File: config.mk
export PLATFORM = sky130hd
export DESIGN_NAME = calc_ctrl_seq
export DESIGN_NICKNAME = d
export VERILOG_FILES = /design/src/rtl/calc_pkg.sv /design/src/rtl/calc_op_latch.sv /design/src/rtl/calc_ctrl_seq.sv
export SDC_FILE = /design/constraint.sdc
export NUM_CORES = 1
export LEC_CHECK = 0
export BUFFER_PORTS_ARGS = -buffer_cell sky130_fd_sc_hd__buf_2
export CAP_MARGIN = 40
export CORE_ASPECT_RATIO = 0.5
export CORE_UTILIZATION = 24
export CTS_BUF_LIST = sky130_fd_sc_hd__clkbuf_16
export DETAILED_ROUTE_END_ITERATION = 10
export HOLD_SLACK_MARGIN = 0.05
export SYNTH_ARGS = -nofsm -noshare
export SYNTH_HDL_FRONTEND = slang
export SYNTH_SLANG_ARGS = --single-unit
File: constraint.sdc
create_clock -name clk -period 1.7 [get_ports clk]
set_clock_uncertainty 0.15 [all_clocks]
set_input_delay 0.085 -clock clk [delete_from_list [all_inputs] [get_ports clk]]
set_output_delay 0.085 -clock clk [all_outputs]
set_load 0.1 [all_outputs]
File: src/rtl/calc_pkg.sv
// rtl/calc_pkg.sv - shared state codes, mux selects and opcode names for the calculator sequencer
package calc_pkg;

  localparam int CSW = 4;

  typedef enum logic [CSW-1:0] {
    IDLE   = 4'd0,
    WRITE1 = 4'd1,
    WRITE2 = 4'd2,
    READ   = 4'd3,
    EXEC   = 4'd4,
    OUTPUT = 4'd8
  } state_t;

  localparam logic [1:0] MUX_A   = 2'd3;
  localparam logic [1:0] MUX_B   = 2'd2;
  localparam logic [1:0] MUX_ALU = 2'd0;

  localparam int OP_ADD = 3;
  localparam int OP_SUB = 2;
  localparam int OP_AND = 1;
  localparam int OP_XOR = 0;

endpackage

File: src/rtl/calc_op_latch.sv
// rtl/calc_op_latch.sv - captures opcode, addresses and accumulate count at start; counts passes down
module calc_op_latch #(
  parameter int AW  = 2,
  parameter int OPW = 2,
  parameter int CW  = 4
) (
  input  logic           clk,
  input  logic           rst,
  input  logic           load,
  input  logic           dec,
  input  logic [OPW-1:0] op,
  input  logic [AW-1:0]  src_a,
  input  logic [AW-1:0]  src_b,
  input  logic [AW-1:0]  dst,
  input  logic           acc_mode,
  input  logic [CW-1:0]  iter,
  output logic [OPW-1:0] op_q,
  output logic [AW-1:0]  src_a_q,
  output logic [AW-1:0]  src_b_q,
  output logic [AW-1:0]  dst_q,
  output logic           acc_q,
  output logic [CW-1:0]  count_q
);

  always_ff @(posedge clk) begin
    if (rst) begin
      op_q    <= '0;
      src_a_q <= '0;
      src_b_q <= '0;
      dst_q   <= '0;
      acc_q   <= 1'b0;
      count_q <= '0;
    end else if (load) begin
      op_q    <= op;
      src_a_q <= src_a;
      src_b_q <= src_b;
      dst_q   <= dst;
      acc_q   <= acc_mode;
      count_q <= iter;
    end else if (dec) begin
      count_q <= count_q - CW'(1);
    end
  end

endmodule

File: src/rtl/calc_ctrl_seq.sv
// rtl/calc_ctrl_seq.sv - Moore control FSM for the register-file / ALU / output-mux calculator datapath
module calc_ctrl_seq
  import calc_pkg::*;
#(
  parameter int AW        = 2,
  parameter int OPW       = 2,
  parameter int NUM_OPS   = 4,
  parameter int CW        = 4,
  parameter bit HOLD_DONE = 1'b0
) (
  input  logic           clk,
  input  logic           rst,
  input  logic           go,
  input  logic [OPW-1:0] op,
  input  logic [AW-1:0]  src_a,
  input  logic [AW-1:0]  src_b,
  input  logic [AW-1:0]  dst,
  input  logic           acc_mode,
  input  logic [CW-1:0]  iter,
  input  logic           ack,
  output logic [1:0]     s1,
  output logic [AW-1:0]  WA,
  output logic           WE,
  output logic [AW-1:0]  RAA,
  output logic [AW-1:0]  RAB,
  output logic           REA,
  output logic           REB,
  output logic [OPW-1:0] C,
  output logic           s2,
  output logic [3:0]     CS,
  output logic           busy,
  output logic           done,
  output logic           err
);

  localparam logic [OPW:0] NUM_OPS_W = (OPW+1)'(NUM_OPS);

  state_t         cs;
  logic           err_q;
  logic           first_q;
  logic           load;
  logic           dec;
  logic           illegal_op;
  logic [OPW-1:0] op_q;
  logic [AW-1:0]  src_a_q;
  logic [AW-1:0]  src_b_q;
  logic [AW-1:0]  dst_q;
  logic           acc_q;
  logic [CW-1:0]  count_q;

  assign load       = (cs == IDLE) && go;
  assign dec        = (cs == EXEC) && acc_q && (count_q != '0);
  assign illegal_op = {1'b0, op_q} >= NUM_OPS_W;

  calc_op_latch #(.AW(AW), .OPW(OPW), .CW(CW)) u_latch (
    .clk      (clk),
    .rst      (rst),
    .load     (load),
    .dec      (dec),
    .op       (op),
    .src_a    (src_a),
    .src_b    (src_b),
    .dst      (dst),
    .acc_mode (acc_mode),
    .iter     (iter),
    .op_q     (op_q),
    .src_a_q  (src_a_q),
    .src_b_q  (src_b_q),
    .dst_q    (dst_q),
    .acc_q    (acc_q),
    .count_q  (count_q)
  );

  always_ff @(posedge clk) begin
    if (rst) begin
      cs      <= IDLE;
      err_q   <= 1'b0;
      first_q <= 1'b0;
    end else begin
      case (cs)
        IDLE: if (go) begin
          cs      <= WRITE1;
          err_q   <= 1'b0;
          first_q <= 1'b1;
        end
        WRITE1: cs <= WRITE2;
        WRITE2: cs <= READ;
        READ: begin
          if (illegal_op) begin
            err_q <= 1'b1;
            cs    <= OUTPUT;
          end else begin
            cs <= EXEC;
          end
        end
        // Later passes read the previous result back through port A.
        EXEC: begin
          first_q <= 1'b0;
          cs      <= dec ? READ : OUTPUT;
        end
        OUTPUT: if (!HOLD_DONE || ack) cs <= IDLE;
        default: cs <= IDLE;
      endcase
    end
  end

  always_comb begin
    s1   = '0;
    WA   = '0;
    WE   = 1'b0;
    RAA  = '0;
    RAB  = '0;
    REA  = 1'b0;
    REB  = 1'b0;
    C    = '0;
    s2   = 1'b0;
    done = 1'b0;
    err  = 1'b0;
    busy = (cs != IDLE);
    case (cs)
      WRITE1: begin
        s1 = MUX_A;
        WA = src_a_q;
        WE = 1'b1;
      end
      WRITE2: begin
        s1 = MUX_B;
        WA = src_b_q;
        WE = 1'b1;
      end
      READ: begin
        RAA = first_q ? src_a_q : dst_q;
        RAB = src_b_q;
        REA = 1'b1;
        REB = 1'b1;
      end
      EXEC: begin
        s1 = MUX_ALU;
        WA = dst_q;
        WE = 1'b1;
        C  = op_q;
      end
      OUTPUT: begin
        s2   = 1'b1;
        done = 1'b1;
        err  = err_q;
      end
      default: ;
    endcase
  end

  assign CS = cs;

endmodule

Yosys cells after proc, flatten, opt, wreduce, memory -nomap -nowiden. Index checks and enable logic that the tools add are counted.

$add $sub $neg: 1. Multiply operators: 0. Div/mod/pow operators: 0. Magnitude comparators: 0. Equal/unequal tests: 6. Shifts and indexed selects: 0. Muxes and demuxes: 16. Bitwise logic cells: 0. Reduce and logical (&&, ||, !) cells: 10.

Operators with widths (count): $pmux W4 S5 (1); $mux W4 (4); $eq A4 B2 Y1 const B (2); $mux W2 (4); $reduce_bool A4 Y1 (2); $pmux W2 S3 (1); $eq A4 B1 Y1 const B (1); $eq A4 B3 Y1 const B (1); $eq A4 B4 Y1 const B (1); $logic_not A4 Y1 (1); $mux W1 (4); $pmux W2 S2 (1); $reduce_bool A2 Y1 (2); $sub A4 B1 Y4 const B (1); $logic_and A1 B1 Y1 (3); $reduce_or A3 Y1 (1); $ne A2 B2 Y1 const B (1); $pmux W1 S2 (1); $reduce_and A2 Y1 (1).

Register bits after elaboration: 18. Latch bits: 0. Memory bits (writable): 0. Memory bits (read-only): 0. Bits of input ports: 17. Word-level logic and storage cells: 41. Memories: 0.

Longest topological paths before layout.
Word-level depth: 5. Depth in mapped cells: 6.

By module. Synthesis repeated with hierarchy kept, for this count alone.

Cells, all modules: 114. Area, all modules: 994.7 µm².

By module, submodules not included: calc_op_latch (instances 1, cells each 54, area an instance 545.5 µm², seq. area each 260.2 µm²); calc_ctrl_seq (instances 1, cells each 60, area an instance 449.2 µm², seq. area each 100.1 µm²).

Worst setup path after synthesis. OpenSTA, ideal clock, no wires.

Path type: register -> output. Start point: reg cs[3], in the netlist CS[3]. End point: out s2. Data arrival time: 5014 ps. Setup slack: -3549 ps. Stages on the path, launching flop included: 3. Path buffers: 1. Cells stage by stage: dfxtp_1 nor4b_1 buf_4.

Word-level cells in the longest chain between the ends: 2.

Ends and longest elaborated chain: start: declaration (line calc_ctrl_seq.sv:38) `state_t cs;`; start signal: assignment (line calc_ctrl_seq.sv:99) `cs <= dec ? READ : OUTPUT;`; $eq A4 B4 Y1; $mux W1; end: declaration (line calc_ctrl_seq.sv:29) `output logic s2,`.

Every way passes these cells.

Worst setup path in the final report.
Start point: reg cs[1], in the netlist CS[1]. End point: out C[0].

Word-level cells in the longest chain between the ends: 2.

Ends and longest elaborated chain: $eq A4 B3 Y1 (line calc_ctrl_seq.sv:120) `case (cs)`; $mux W2 (line calc_ctrl_seq.sv:120); end: declaration (line calc_ctrl_seq.sv:28) `output logic [OPW-1:0] C,`.

Every way passes these cells.

==> reports/results.ini <==
[synthesis]
synth_area_um2=962
ys.flop_type=dfxtp_1
synth_seq_area_share_pct=37.5
yosysTopAreaCellShare_pct=37.5
avgSynthCellArea_um2=8.09
yosys-top-cells-count=nand2_1, dfxtp_1, a21oi_1
synth-compound-area-share_pct=12.5
yosysWarningCount=0
synth_edf_count=0
postSynth.asyncResetShare_pct=0
syn_nets=137
synth_area_leaders=dfxtp_1, nand2_1, a21oi_1
synth.largest_area_cell=dfxtp_1
synth_fa_ha_area_share_pct=1.30
synth_top_family_by_area=simple AND/OR/NAND/NOR gates
synth.most_common_cell=nand2_1
synth_seq_cells=18
synth-simple-area-share_pct=33.6
synth_xor_area_share_pct=1.82
syn-instance-count=119
synthMuxAreaShare_pct=3.12
yosysUniqueCellTypes=36

[drt]
wire_per_inst_um=11.7
via_count=1044
first_pass_iters=4
drc=0
drt_iter0_markers=66
ant_nets=0
routed_wl_um=2750
viasPerCell=4.46

[global_routing]
grt_pass1_vias=932
grt_max_degree=18
grt.busiest_layer=met2
grt_first_pass_wirelength_um=4120
grt_usage_pct=12.9
use_met3_pct=3.40
antenna_found_initial=0
met2_usage_pct=24.8
grt-ovfl-total=0
use_met1_pct=14.2

[run]
max_cap_viol_count=0

[timing]
period_needed_ps=1760
tns_ps=-237
rsz0062_at_grt=yes
finalMaxSlewViolations=0
hold_viol=0
period_share_pct=104
setup_viol=6
fin_ws_ps=-61.1
fmax_mhz=568

[pwr]
leakagePower_uw=0.000779
max-vdd-ir-drop_v=0.000491
power_density_mw_per_mm2=837

[floorplanning]
io_pins=38
core_mm2=0.00362
die_h_um=46.8
rows=15
die_area_mm2=0.00428
die_x_um=91.5
start_util_pct=26.6

[clock_network]
clkSlewWorstSetupHoldPaths_ps=50
cts.sinks=18
clk_path_buf_depth=2
cts-buffers-inserted=3
clock_latency_ps=250
htree_levels=1
cts_root_buf=clkbuf_16
cts_tree=yes

[critical_path]
worstSetupPathType=reg -> out
crit_fanout=5
r2r_end=u_latch.count_q[0]
start_kind=flop
critPathArrivalTime_ps=1530
cp_top_family=simple AND/OR/NAND/NOR gates
r2r-start=u_latch.count_q[0]
required_ps=1460
slowest_delay_ps=380
r2r_slack_ps=0
rr_worst_depth=6
crit_chain=nor4b_4 > buf_4 > and2_4 > buf_12
cp_num_buf_inv=2
critPathSlowestCell=nor4b_4
end_kind=primary output

[outcome]
violations=negative setup slack
status=finished with violations

[cells_and_area]
layout-drive-gt1-share_pct=51.9
n_antenna_cell=0
nets=202
syn2layout_area_growth_pct=97.1
fin_util_pct=52.4

[placed_design]
io_buffers=35
detailedPlacementHpwl_um=1760
gp_routability_congestion=0.695
dpl_worst_slack_ps=-8.71

[hold_path]
min_path_type=in -> reg
whs_path_depth=2
holdPathEnd=CS[2]
hold_start=rst

metrics by stage:
| step | area [um2] | cells | total power, uW | hold WS (ps) |
|---|---|---|---|---|
| 2_1_floorplan | 1070 | 119 | 882 | 71.0 |
| 3_3_place_gp | 1530 | 204 | 1030 | 182 |
| 3_5_place_dp | 1530 | 204 | 1040 | 180 |
| 4_1_cts | 1820 | 229 | 1560 | 57.4 |
| 5_1_grt | 1900 | 234 | 1660 | 88.2 |
| 6_report | 1900 | 234 | 1590 | 58.5 |
cell families (layout without fill, tap and decap cells):
kind of cell | after synthesis | in the layout
DFF | 18 | 18
muxes | 3 | 3
xor gates and xnor gates | 2 | 2
adders and majority gates | 1 | 1
other | 1 | 1
buffers and inverters | 15 | 79
and+or+nand+nor | 59 | 59
AOI/OAI and AO/OA | 20 | 20
what timing repair did:
action / in CTS / in global routing
endpoints found under the hold margin: 13 / 0
setup endpoints to repair: 9 / 25
setup buffers: 8 / 6
gates resized for setup: 6 / 9
hold buffers: 13 / 0
pin swaps: 6 / 7
state kept, by name (all words and copies together) (netlist names):
register / cells
u_latch.dst_q: 2
u_latch.src_b_q: 2
first_q: 1
u_latch.src_a_q: 2
u_latch.op_q: 2
CS: 4
u_latch.acc_q: 1
u_latch.count_q: 4
cells in the final DEF (no fill, tap or decap), types with 2 or more instances in the layout:
cell,count
a211oi_2,2
a21oi_1,13
a22oi_2,2
and2_4,5
buf_12,16
buf_2,19
buf_4,20
buf_6,2
clkbuf_16,3
clkinvlp_4,2
dfxtp_1,13
dfxtp_4,4
dlygate4sd3_1,13
inv_1,3
mux2i_1,3
nand2_1,19
nand2_2,3
nand2_4,2
nand3_1,2
nand3_2,2
nand4_1,2
nor2_1,7
nor2_4,3
nor3_1,2
nor4b_4,3
layer usage:
layer	up-vias	share of wire [%]
li1	532	-
met1	490	45
met2	20	51
met3	2	3.0
met4	0	0.98
met5	-	0
where the power goes:
group,switching (uW),internal [uW],total (uW)
clock network,159,313,471
registers,40.4,457,497
logic,367,253,620
total,566,1020,1590
final cells by class:
cell class,instances,area [um2]
clock buffer,3,75.1
clock inverter,1,3.75
fill,336,1730
inverter,5,26.3
multi-input combinational,86,633
sequential,18,377
tap,51,63.8
timing repair buffer,70,718
worst max-delay path by stage:
| stage | start | to | slack [ps] | cells after the start |
|---|---|---|---|---|
| 2_1_floorplan | CS[0] | WA[1] | -1070 | 4 |
| 3_3_place_gp | CS[1] | WA[1] | 0.06 | 5 |
| 3_5_place_dp | CS[1] | u_latch.count_q[3] | -9 | 4 |
| 4_1_cts | CS[0] | C[0] | -40 | 4 |
| 5_1_grt | CS[2] | WA[0] | -110 | 5 |
| 6_report | CS[1] | C[0] | -60 | 4 |
Power figures use the tool's default switching activity.
